File: src/rtl/cache_line_flusher.sv
// Streams one cache line from cache_memblock to the memory arbiter over valid/ready.
// Optional CACHE_FLUSH_DIRTYMASK_EN: only words flagged in dirty_mask are written back.
//   state  | meaning
//   S_IDLE | waiting for start; latches base (and mask)
//   S_RUN  | issuing line reads and streaming words to memory
//   S_DONE | one-cycle done pulse, then back to idle
module cache_line_flusher #(
    parameter int ADDRBITS = 32,
    parameter int DATABITS = 32,
    parameter int LSBBITS  = 7
) (
    input  logic                         clk,
    input  logic                         reset_n,
    input  logic                         start,
    input  logic [ADDRBITS-LSBBITS-1:0]  line_base,
`ifdef CACHE_FLUSH_DIRTYMASK_EN
    input  logic [2**(LSBBITS-2)-1:0]    dirty_mask,
`endif
    output logic                         busy,
    output logic                         done,
    output logic [LSBBITS-1:0]           line_mem_rdaddr,
    input  logic [DATABITS-1:0]          line_mem_out,
    output logic [ADDRBITS-1:0]          mem_addr,
    output logic [DATABITS-1:0]          mem_data,
    output logic [1:0]                   mem_wordlen,
    output logic                         mem_valid,
    input  logic                         mem_ready
);

    localparam int WORDS = 2**(LSBBITS-2);
    localparam int IDXW  = LSBBITS-1;
    localparam logic [IDXW-1:0] C_END = IDXW'(WORDS);

    typedef enum logic [1:0] {S_IDLE, S_RUN, S_DONE} state_t;

    state_t                        r_state;
    logic [ADDRBITS-LSBBITS-1:0]   r_base;
    logic [IDXW-1:0]               r_rd_idx;
    logic [IDXW-1:0]               r_ack_idx;
    logic                          r_inflight;
    logic [LSBBITS-1:0]            r_rdaddr;
    logic                          r_busy;
    logic                          r_done;
    logic [DATABITS-1:0]           r_fifo [2];
    logic                          r_wptr;
    logic                          r_rptr;
    logic [1:0]                    r_count;

    logic                          w_pop;
    logic                          w_issue;
    logic [2:0]                    w_occ;
    logic [LSBBITS-1:0]            w_rdaddr;
    logic [IDXW-1:0]               w_first;
    logic [IDXW-1:0]               w_rd_next;
    logic [IDXW-1:0]               w_ack_next;

`ifdef CACHE_FLUSH_DIRTYMASK_EN
    logic [WORDS-1:0]              r_mask;

    // Lowest set mask bit at or above from_idx; C_END when none remain.
    function automatic logic [IDXW-1:0] f_seek(input logic [WORDS-1:0] m,
                                               input logic [IDXW-1:0]  from_idx);
        logic [IDXW-1:0] idx;
        idx = C_END;
        for (int j = WORDS-1; j >= 0; j--) begin
            if (m[j] && (IDXW'(j) >= from_idx)) idx = IDXW'(j);
        end
        return idx;
    endfunction

    always_comb begin
        w_first    = f_seek(dirty_mask, '0);
        w_rd_next  = f_seek(r_mask, r_rd_idx + IDXW'(1));
        w_ack_next = f_seek(r_mask, r_ack_idx + IDXW'(1));
    end
`else
    always_comb begin
        w_first    = '0;
        w_rd_next  = r_rd_idx + IDXW'(1);
        w_ack_next = r_ack_idx + IDXW'(1);
    end
`endif

    // Words already buffered or in flight after this cycle's pop; keeps the
    // 2-entry FIFO from overflowing despite the 1-cycle line read latency.
    always_comb begin
        w_pop    = mem_valid && mem_ready;
        w_occ    = 3'(r_count) + 3'(r_inflight) - 3'(w_pop);
        w_issue  = (r_state == S_RUN) && (r_rd_idx < C_END) && (w_occ < 3'd2);
        w_rdaddr = w_issue ? {r_rd_idx[IDXW-2:0], 2'b00} : r_rdaddr;
    end

    always_ff @(posedge clk or negedge reset_n) begin
        if (!reset_n) begin
            r_state    <= S_IDLE;
            r_base     <= '0;
            r_rd_idx   <= '0;
            r_ack_idx  <= '0;
            r_inflight <= 1'b0;
            r_rdaddr   <= '0;
            r_busy     <= 1'b0;
            r_done     <= 1'b0;
            r_fifo[0]  <= '0;
            r_fifo[1]  <= '0;
            r_wptr     <= 1'b0;
            r_rptr     <= 1'b0;
            r_count    <= '0;
`ifdef CACHE_FLUSH_DIRTYMASK_EN
            r_mask     <= '0;
`endif
        end else begin
            if (r_inflight) begin
                r_fifo[r_wptr] <= line_mem_out;
                r_wptr         <= ~r_wptr;
            end
            if (w_pop) r_rptr <= ~r_rptr;
            r_count    <= r_count + {1'b0, r_inflight} - {1'b0, w_pop};
            r_inflight <= w_issue;
            r_rdaddr   <= w_rdaddr;
            if (w_issue) r_rd_idx <= w_rd_next;

            case (r_state)
                S_IDLE: begin
                    if (start) begin
                        r_base    <= line_base;
                        r_rd_idx  <= w_first;
                        r_ack_idx <= w_first;
                        r_busy    <= 1'b1;
`ifdef CACHE_FLUSH_DIRTYMASK_EN
                        r_mask    <= dirty_mask;
`endif
                        if (w_first == C_END) begin
                            r_state <= S_DONE;
                            r_done  <= 1'b1;
                        end else begin
                            r_state <= S_RUN;
                        end
                    end
                end
                S_RUN: begin
                    if (w_pop) begin
                        r_ack_idx <= w_ack_next;
                        if (w_ack_next == C_END) begin
                            r_state <= S_DONE;
                            r_done  <= 1'b1;
                        end
                    end
                end
                S_DONE: begin
                    r_done  <= 1'b0;
                    r_busy  <= 1'b0;
                    r_state <= S_IDLE;
                end
                default: r_state <= S_IDLE;
            endcase
        end
    end

    assign busy            = r_busy;
    assign done            = r_done;
    assign line_mem_rdaddr = w_rdaddr;
    assign mem_valid       = (r_count != 2'd0);
    assign mem_data        = r_fifo[r_rptr];
    assign mem_addr        = {r_base, r_ack_idx[IDXW-2:0], 2'b00};
    assign mem_wordlen     = 2'b10;

endmodule

File: config.mk
export PLATFORM = sky130hd
export DESIGN_NAME = cache_line_flusher
export DESIGN_NICKNAME = d
export VERILOG_FILES = /design/src/rtl/cache_line_flusher.sv
export SDC_FILE = /design/constraint.sdc
export NUM_CORES = 1
export LEC_CHECK = 0
export CORE_UTILIZATION = 50
export CTS_BUF_LIST = sky130_fd_sc_hd__clkbuf_8
export DETAILED_ROUTE_END_ITERATION = 6
export PLACE_DENSITY = 0.82
export SLEW_MARGIN = 10
export SYNTH_ARGS = -nofsm -noshare
export SYNTH_HDL_FRONTEND = slang
export SYNTH_SLANG_ARGS = --single-unit
File: constraint.sdc
create_clock -name clk -period 3.7 [get_ports clk]
set_clock_uncertainty 0.05 [all_clocks]
set_input_delay 0.555 -clock clk [delete_from_list [all_inputs] [get_ports clk]]
set_output_delay 0.555 -clock clk [all_outputs]
set_load 0.01 [all_outputs]
==> results.cfg <==
[power_and_ir_drop]
internal_power_uw = 4674
vdd_ir_drop_max_mv = 0.4982
power.total_uw = 6736
pwr-share-clk_pct = 19.7
p_switching_uw = 2062
netSwitchingFraction_pct = 30.61
pwr-share-seq_pct = 33.6
p_comb_share_pct = 46.7
powerDensity_mw_per_mm2 = 952.6
leakage_uw = 0.003137

[global_routing]
antenna_found_initial = 0
grt.overflow.total = 0
grt_pass1_wl_um = 17680
grt_pass1_vias = 3520
grt_usage_pct = 21.30
grt_max_degree = 67

[critical_path]
critical_path.startpoint_type = flip-flop
r2r-start = r_count[0]$_DFF_PN0_
worstRegToRegCells = 8
worstPathRequired_ps = 3090
reg2reg_slack_ps = 1280
endpoint_kind = primary output
r2r-end = r_rd_idx[4]$_DFF_PN0_
crit_type = flip-flop to primary output
worstPathArrival_ps = 2910
path_max_fanout = 5

[timing]
slew_headroom_pct = 27.57
rsz0062_at_grt = false
setup-violations-final = 0
fin_crit_ps = 3513
max_clock_freq_mhz = 284.7
worst-slew-pin-transition_ps = 1087
worst_hold_slack_ps = 120.3
tns_ps = 0
drv_slew = 0
finalHoldViolCount = 0
finalCritPeriodShare_pct = 94.93

[placed_design]
place_hpwl_um = 7243
io_buffers = 132
dpl_cell_area_mm2 = 0.006581
gp_congestion = 0.7505

[floorplanning]
die-area_mm2 = 0.01081
start_util_pct = 52.45
fp.dieW_um = 104.0
io_pins = 137
die_y_um = 104.0
coreArea_mm2 = 0.009910
rows = 36

[routing]
viasPerCell = 5.147
dr.first_iter.drc_count = 73
routed_wl_um = 10750
drc = 0
drt_first_pass_iters = 4
ant_nets = 0
dr_total_vias = 3299
wl_per_cell_um = 16.77

[final_layout]
nFillCells = 683
areaGrowthSynthToFinish_pct = 36.06
post-route-cell-area_mm2 = 0.007072
utilization_pct = 71.36
drive_gt1_share_pct = 31.30
nets = 560
diodes = 0

[cts]
cts_sinks = 117
worstSkewPairLatency_ps = 430
cts.root.buffer_cell = clkbuf_8
cts_buffers = 17
cts_tree = yes
clock_path_buffers = 2
cts_hold_buf = 0
clk_pin_slew_ps = 60
htreeDepth = 4

[logic_synthesis]
synth_cells = 356
ys_types = 45
synth_area_mm2 = 0.005197
ys_seq_elements = 117
ys_seq_area_share_pct = 56.33
yosysWarnings = 0
synth.avg_cell_area_um2 = 14.60

[outcome]
status = completed

[hold_path]
hold_path.class = input pin to async pin

[flow_run]
maxCapViolCount = 0
-- cells by family after synthesis --
logic type,synth area share [%]
multiplexers,30.02
flip-flops,56.33
AND/OR/NAND/NOR,4.719
buffers and inverters,3.924
AO/OA/AOI/OAI,2.937
adder cells (fa/ha/maj),1.107
XOR/XNOR,0.8187
other,0.1445
-- layout by cell type, fill, tap and decap left out, drive strengths merged, types with 3 or more instances in the layout --
master,Yosys,layout
a21oi,6,6
buf,24,13
bufinv,0,5
clkbuf,2,20
clkdlybuf4s50,0,123
clkinv,0,5
conb,2,4
dfrtp,117,117
dlygate4sd2,0,7
ha,3,3
inv,6,8
mux2,126,126
mux2i,4,4
nand2,9,9
nand2b,3,3
nand3,7,7
o211ai,3,3
o21ai,9,9
or4,3,3
xor2,3,3
-- worst max-delay path by stage --
stage	from	to	slack (ps)	depth (start not counted)
after floorplan	mem_ready	line_mem_rdaddr[2]	770	10
after global placement	mem_ready	line_mem_rdaddr[4]	-180	10
after CTS	r_count[1]$_DFF_PN0_	line_mem_rdaddr[4]	20	10
final	r_count[0]$_DFF_PN0_	line_mem_rdaddr[4]	190	9
after detailed placement	mem_ready	line_mem_rdaddr[0]	-270	11
after global routing	r_count[0]$_DFF_PN0_	line_mem_rdaddr[4]	20	9
-- power groups by stage --
stage | clock network [uW] | logic [uW] | registers, uW
CTS | 1360 | 3150 | 2270
floorplan | 0 | 1780 | 2240
detailed placement | 0 | 3110 | 2280
global placement | 0 | 3020 | 2220
global route | 1420 | 3370 | 2340
finish | 1330 | 3150 | 2260
-- repair_timing --
item                                    CTS  global route
endpoints found under the setup margin    7             7
buffers inserted                          2             3
pin swaps                                 1             0
resized for setup                        10             1
-- sequential cells by signal (all words and copies together), names as in the netlist --
| name | count |
|---|---|
| r_count | 2 |
| r_rd_idx | 6 |
| r_rdaddr | 7 |
| r_ack_idx | 6 |
| r_fifo | 64 |
| r_base | 25 |
| r_state | 2 |
| r_wptr | 1 |
| done | 1 |
| r_inflight | 1 |
| busy | 1 |
| r_rptr | 1 |
-- cell usage after synthesis (all sizes together) --
| cell | instances | area (um2) |
|---|---|---|
| inv | 6 | 22.52 |
| nand3 | 7 | 35.03 |
| dfrtp | 117 | 2928 |
| nand4bb | 1 | 11.26 |
| or2 | 2 | 12.52 |
| nor4 | 1 | 6.260 |
| or4 | 3 | 22.52 |
| mux2i | 4 | 40.04 |
| nand4 | 1 | 6.260 |
| o21a | 1 | 7.510 |
| and2b | 1 | 8.760 |
| and2 | 2 | 12.51 |
| o211ai | 3 | 22.52 |
| nand2 | 9 | 33.78 |
| nor2b | 1 | 6.260 |
| xor2 | 3 | 33.79 |
| xnor2 | 1 | 8.760 |
| o21ai | 9 | 45.04 |
| nand2b | 3 | 18.77 |
| or3b | 2 | 17.52 |
| nor3b | 1 | 7.510 |
| ha | 3 | 37.54 |
| clkbuf | 2 | 7.510 |
| mux2 | 126 | 1520 |
| a31oi | 1 | 6.260 |
| conb | 2 | 7.510 |
| and3 | 2 | 12.51 |
| fa | 1 | 20.02 |
| a22oi | 1 | 7.510 |
| nor3 | 1 | 5.000 |
| nor2 | 2 | 7.510 |
| or3 | 2 | 12.51 |
| and3b | 1 | 8.760 |
| o31ai | 2 | 15.01 |
| o32a | 1 | 10.01 |
| a22o | 1 | 8.760 |
| buf | 24 | 173.9 |
| a21oi | 6 | 30.03 |
-- per-layer routing --
metal | wire length [um] | track usage (%) | vias up
met2 | 5363 | 35.33 | 92
li1 | - | - | 1533
met5 | 0 | 0 | -
met3 | 589 | 6.767 | 11
met1 | 4661 | 26.02 | 1663
met4 | 132 | 7.959 | 0
-- stage by stage --
stage | setup WS [ps] | std cells
global placement | -176.6 | 604
detailed placement | -269.5 | 604
finish | 187.4 | 641
floorplan | 772.7 | 358
CTS | 24.09 | 638
global route | 17.84 | 641
-- worst max-delay path, stage by stage (launching register included) --
cell and delay, ps:
dfrtp_1 420, mux2i_1 200, ha_1 150, inv_1 50, fa_1 510, nand4bb_1 140, or2_4 290, buf_4 150
mux2_4 290, dlygate4sd2_1 280
-- final cells by class --
| type | count | area, um2 | area share (%) |
|---|---|---|---|
| timing repair buffer | 144 | 1413 | 19.98 |
| clock inverter | 12 | 182.7 | 2.583 |
| multi-input combinational | 209 | 2083 | 29.46 |
| clock buffer | 20 | 275.3 | 3.892 |
| tap | 133 | 166.4 | 2.353 |
| sequential | 117 | 2929 | 41.42 |
| inverter | 6 | 22.52 | 0.3185 |
No activity file was read; power rests on OpenSTA's default activity.
